$ cat config.mk
export PLATFORM = sky130hd
export DESIGN_NAME = idecode_regfile_mp
export DESIGN_NICKNAME = d
export VERILOG_FILES = /design/src/rtl/idecode_regfile_mp.sv
export SDC_FILE = /design/constraint.sdc
export NUM_CORES = 2
export LEC_CHECK = 0
export CORE_UTILIZATION = 60
export DETAILED_ROUTE_END_ITERATION = 6
export PLACE_DENSITY_LB_ADDON = 0.05
export SYNTH_ARGS = -nofsm -noshare
export SYNTH_HDL_FRONTEND = slang
export SYNTH_SLANG_ARGS = --single-unit
$ cat constraint.sdc
create_clock -name clock -period 3.3 [get_ports clock]
set_input_delay 0.66 -clock clock [delete_from_list [all_inputs] [get_ports clock]]
set_output_delay 0.66 -clock clock [all_outputs]
set_load 0.01 [all_outputs]
$ cat src/rtl/idecode_regfile_mp.sv
// rtl/idecode_regfile_mp.sv - decode-stage register file with link port, bypass and busy scoreboard
//
// Ports:
//   clock, reset            rising-edge clock; asynchronous active-low clear of all state
//   rs_addr/rt_addr         read addresses; rs_used/rt_used mark operands the instruction consumes
//   rd_data_1/rd_data_2     combinational read data
//   wb_en/wb_addr/wb_data   write-back port
//   link_en/link_data       return-address write into LINK_REG
//   issue_en/issue_addr     destination of an instruction issued this cycle (marks it busy)
//   rs_busy/rt_busy/stall   operand hazard status; busy_vec exposes the whole scoreboard
module idecode_regfile_mp #(
  parameter int DATA_W   = 32,
  parameter int REG_AW   = 5,
  parameter int LINK_REG = 31,
  parameter int BYPASS   = 1,
  parameter int ZERO_REG = 1
) (
  input  logic                     clock,
  input  logic                     reset,
  input  logic [REG_AW-1:0]        rs_addr,
  input  logic [REG_AW-1:0]        rt_addr,
  input  logic                     rs_used,
  input  logic                     rt_used,
  output logic [DATA_W-1:0]        rd_data_1,
  output logic [DATA_W-1:0]        rd_data_2,
  input  logic                     wb_en,
  input  logic [REG_AW-1:0]        wb_addr,
  input  logic [DATA_W-1:0]        wb_data,
  input  logic                     link_en,
  input  logic [DATA_W-1:0]        link_data,
  input  logic                     issue_en,
  input  logic [REG_AW-1:0]        issue_addr,
  output logic                     rs_busy,
  output logic                     rt_busy,
  output logic                     stall,
  output logic [(2**REG_AW)-1:0]   busy_vec
);

  localparam int NREG = 2 ** REG_AW;
  localparam logic [REG_AW-1:0] LINK_A = LINK_REG[REG_AW-1:0];
  localparam bit BYP  = (BYPASS != 0);
  localparam bit ZERO = (ZERO_REG != 0);

  logic [DATA_W-1:0] regs [NREG];

  // Effective write strobes. The link port wins a collision on LINK_REG, so the
  // write-back is dropped entirely (no array write, no scoreboard clear).
  logic link_ok;
  logic wb_ok;

  assign link_ok = link_en && !(ZERO && (LINK_A == '0));
  assign wb_ok   = wb_en && !(link_en && (wb_addr == LINK_A)) && !(ZERO && (wb_addr == '0));

  always_ff @(posedge clock or negedge reset) begin
    if (!reset) begin
      for (int i = 0; i < NREG; i++) regs[i] <= '0;
    end else begin
      if (wb_ok)   regs[wb_addr] <= wb_data;
      if (link_ok) regs[LINK_A]  <= link_data;
    end
  end

  // Scoreboard: a new issue to the same register beats a completing write.
  always_ff @(posedge clock or negedge reset) begin
    if (!reset) begin
      busy_vec <= '0;
    end else begin
      for (int i = 0; i < NREG; i++) begin
        if (ZERO && i == 0)
          busy_vec[i] <= 1'b0;
        else if (issue_en && issue_addr == REG_AW'(i))
          busy_vec[i] <= 1'b1;
        else if ((wb_ok && wb_addr == REG_AW'(i)) || (link_ok && LINK_A == REG_AW'(i)))
          busy_vec[i] <= 1'b0;
      end
    end
  end

  // Read ports with optional same-cycle forwarding; a forwarded register is
  // also treated as no longer busy since its value is available now.
  logic [REG_AW-1:0] raddr [2];
  logic [DATA_W-1:0] rdata [2];
  logic [1:0]        hit_link;
  logic [1:0]        hit_wb;
  logic [1:0]        busy_p;

  assign raddr[0] = rs_addr;
  assign raddr[1] = rt_addr;

  always_comb begin
    hit_link = '0;
    hit_wb   = '0;
    busy_p   = '0;
    for (int p = 0; p < 2; p++) begin
      rdata[p]    = regs[raddr[p]];
      hit_link[p] = BYP && link_ok && (raddr[p] == LINK_A);
      hit_wb[p]   = BYP && wb_ok && (raddr[p] == wb_addr);
      if (ZERO && raddr[p] == '0)
        rdata[p] = '0;
      else if (hit_link[p])
        rdata[p] = link_data;
      else if (hit_wb[p])
        rdata[p] = wb_data;
      busy_p[p] = busy_vec[raddr[p]] && !(hit_link[p] || hit_wb[p]);
    end
  end

  assign rd_data_1 = rdata[0];
  assign rd_data_2 = rdata[1];
  assign rs_busy   = busy_p[0];
  assign rt_busy   = busy_p[1];
  assign stall     = (rs_used && rs_busy) || (rt_used && rt_busy);

endmodule

==> impl_metrics.yaml <==
critical_path:
  crit_family: "simple AND/OR/NAND/NOR gates"
  worstSetupEndpointType: "output pin"
  path_class: "reg2out"
  worstPathMaxFanout: 2
  worst-endpoint-required_ns: 2.64
  crit_buf_inv: 2
  crit_path_max_incr_delay_ns: 0.51
  path_cells: "mux4_2 > a22o_1 > o21ai_1 > buf_4 > nand4_1 > and3_1 > buf_2"
  slowest_stage: "mux4_2"
  startpoint_type: "register"
  cp.arrival_ns: 2.86
floorplan:
  die_x_um: 309
  core_area_mm2: 0.0933
  pin_count: 190
  rows: 112
  start_util_pct: 60.6
  die_area_mm2: 0.0955
  die_y_um: 309
synthesis:
  synth_cell_types: 61
  synth_edf_count: 0
  synth_seq_cells: 1055
  synth_ff_type: "dfrtp_1"
  yosysSeqAreaShare_pct: 46.7
  yosys.area.top_type_share_pct: 46.7
  yosysWarnings: 0
  syn_nets: 4516
  async_flop_share_pct: 100
  synthTopCellsByArea: "dfrtp_1 47%, mux4_2 19%, mux2_2 11%"
  synth_cells: 4425
  syn_area_mm2: 0.0566
  yosysTopAreaCell: "dfrtp_1"
  synth.avg_cell_area_um2: 12.8
sta:
  max_slew_margin_pct: 25.1
  whs_ns: 0.396
  worst_pin_slew_ns: 1.12
  skew_ns: 0
  post-route-period-util_pct: 107
  max_clock_freq_mhz: 284
  hold_viol_final: 0
  report.final.slew_viol_count: 0
  rsz0062_at_grt: "true"
  setup_violations: 10
  fin_ws_ns: -0.217
  finalWorstPathRequiredPeriod_ns: 3.52
power:
  p_clk_share_pct: 34.2
  peakVddDrop_v: 0.000503
  p_int_uw: 28700
  p_sw_uw: 11700
  power_frac_comb_pct: 23.0
  power.share.sequential_pct: 42.7
  p_leak_uw: 0.0302
  sw_frac_of_total_pct: 29.0
  p_per_area_mw_per_mm2: 584
clocking:
  cts_buffers: 114
  htree_levels: 3
  cts_sinks: 1055
  clkLatencyLatePin_ns: 0.72
  root_buffer: "clkbuf_16"
  cts_max_path_buffers: 3
  cts.clk_slew.worst_paths_ns: 0.06
  cts_tree: "yes"
global_route:
  antenna_found_initial: 11
  grtUsageTotal_pct: 44.7
  gr-total-overflow: 0
  grt_max_degree: 130
  grt_pass1_wl_um: 305000
  grt_pass1_vias: 43700
detailed_routing:
  vias_per_cell: 7.18
  avgRoutedWirePerCell_um: 34.2
  first_iter_violations: 6120
  antenna_left: 0
  dr.pass1.iters: 7
  via_count: 44200
  finalWirelength_um: 211000
  drc: 1
final_layout:
  drive_above_1_share_pct: 42.1
  multi_input_area_mm2: 0.0287
  final_util_pct: 74.3
  fin_nets: 4890
  fillers: 6070
  design_area_mm2: 0.0693
  regArea_mm2: 0.0264
  syn_to_final_growth_pct: 22.5
placed_design:
  dpl-instance-area_mm2: 0.0633
  dp_hpwl_um: 133000
  dp_slack_ns: -0.870
  place.gp.congestion: 1.02
  placement.io_buffers: 188
worst_hold_path:
  hold_path.class: "reg2reg"
run_status:
  outcome: "finished, violations left"
  violations: "DRC, setup timing"
run:
  drv_cap: 0
per-stage QoR:
step           setup TNS, ns  total power [uW]  std cells
6_report              -0.792             40400       6154
5_1_grt               -0.831             41700       6152
4_1_cts               -0.819             40000       6129
3_5_place_dp          -45.09             26000       5858
3_3_place_gp          -46.50             25700       5858
2_1_floorplan              0             22300       4425
Yosys cell counts, drive strengths merged, types with 3 or more instances:
| cell | instances |
|---|---|
| dfrtp | 1055 |
| mux2 | 610 |
| nand2 | 536 |
| o21ai | 488 |
| mux4 | 485 |
| clkbuf | 280 |
| buf | 226 |
| mux2i | 149 |
| o22ai | 102 |
| a22oi | 67 |
| nand3 | 57 |
| inv | 51 |
| a22o | 41 |
| nor2 | 41 |
| o221ai | 33 |
| a211oi | 31 |
| nand4 | 25 |
| and3 | 22 |
| a21oi | 18 |
| nor2b | 18 |
| a311o | 13 |
| nand3b | 8 |
| xnor2 | 8 |
| nand2b | 5 |
| a32o | 4 |
| and2 | 4 |
| nor3 | 4 |
| o32ai | 4 |
| and4 | 3 |
| nand4b | 3 |
| o211ai | 3 |
| o31ai | 3 |
| or2 | 3 |
| or3 | 3 |
sequential cells by signal, summed over array words and instances (netlist names):
| register | count |
|---|---|
| regs | 1024 |
| busy_vec | 31 |
layout by cell type (no fill, tap or decap), types with 18 or more instances in the layout:
master,n
mux2_2,531
nand3_1,54
buf_2,47
buf_4,388
nand2_1,524
clkbuf_8,28
clkinv_2,21
mux4_2,485
dfrtp_1,1055
nand4_1,25
a211oi_1,18
a22o_1,41
mux2i_1,126
buf_6,36
o21ai_0,360
buf_16,23
o21ai_1,113
buf_12,128
o221ai_2,24
clkbuf_1,24
nor2_1,29
o22ai_1,86
inv_1,49
clkbuf_16,125
a22oi_1,60
mux2_1,77
clkdlybuf4s50_1,103
final timing paths:
path | start | to | slack, ns | cells after the start
worst max-delay path | regs[22] | rd_data_2[22] | -0.22 | 7
worst min-delay path | regs[1001] | regs[1001] | 0.40 | 0
worst max register to register | busy_vec[15] | busy_vec[15] | 2.25 | 2
worst min register to register | regs[1001] | regs[1001] | 0.40 | 0
max in group asynchronous | reset | regs[249] | 1.66 | 3
min in group asynchronous | reset | regs[362] | 0.48 | 2
layer usage:
metal	vias to the layer above	wire [um]	global-route usage, %
met4	18	12300	22.1
met3	818	29100	15.3
met1	22700	78300	62.0
li1	17400	-	-
met5	-	123	0
met2	3340	90700	63.1
final cells by class:
type | count | area share [%]
Antenna cell | 3 | 0.0108
Clock buffer | 171 | 4.98
Clock inverter | 43 | 0.847
Inverter | 51 | 0.276
Multi-Input combinational cell | 2813 | 41.5
Sequential cell | 1055 | 38.1
Tap cell | 1254 | 2.26
Timing Repair Buffer | 764 | 12.1
kinds of logic after synthesis:
kind of cell	after synthesis	share of synthesized area (%)
other	1	0.00663
muxes	1244	34.1
and+or+nand+nor	741	5.63
DFF	1055	46.7
AOI/OAI and AO/OA	817	9.02
buffers and inverters	557	4.41
xor gates and xnor gates	10	0.155
repair_timing:
item,CTS,global route
hold buffers,1,0
gates resized for setup,433,113
endpoints found under the hold margin,28,0
gates cloned,16,7
buffers inserted,40,18
pin swaps,45,42
endpoints found under the setup margin,67,66
power by group through the flow:
stage,Clock [uW],Sequential [uW],Combinational [uW]
after floorplan,0,16700,5600
after global placement,0,17200,8490
after detailed placement,0,17300,8650
after CTS,13900,17100,8980
after global routing,14400,17500,9820
final,13800,17300,9320
Note: power is estimated with default switching activity, not from simulation.
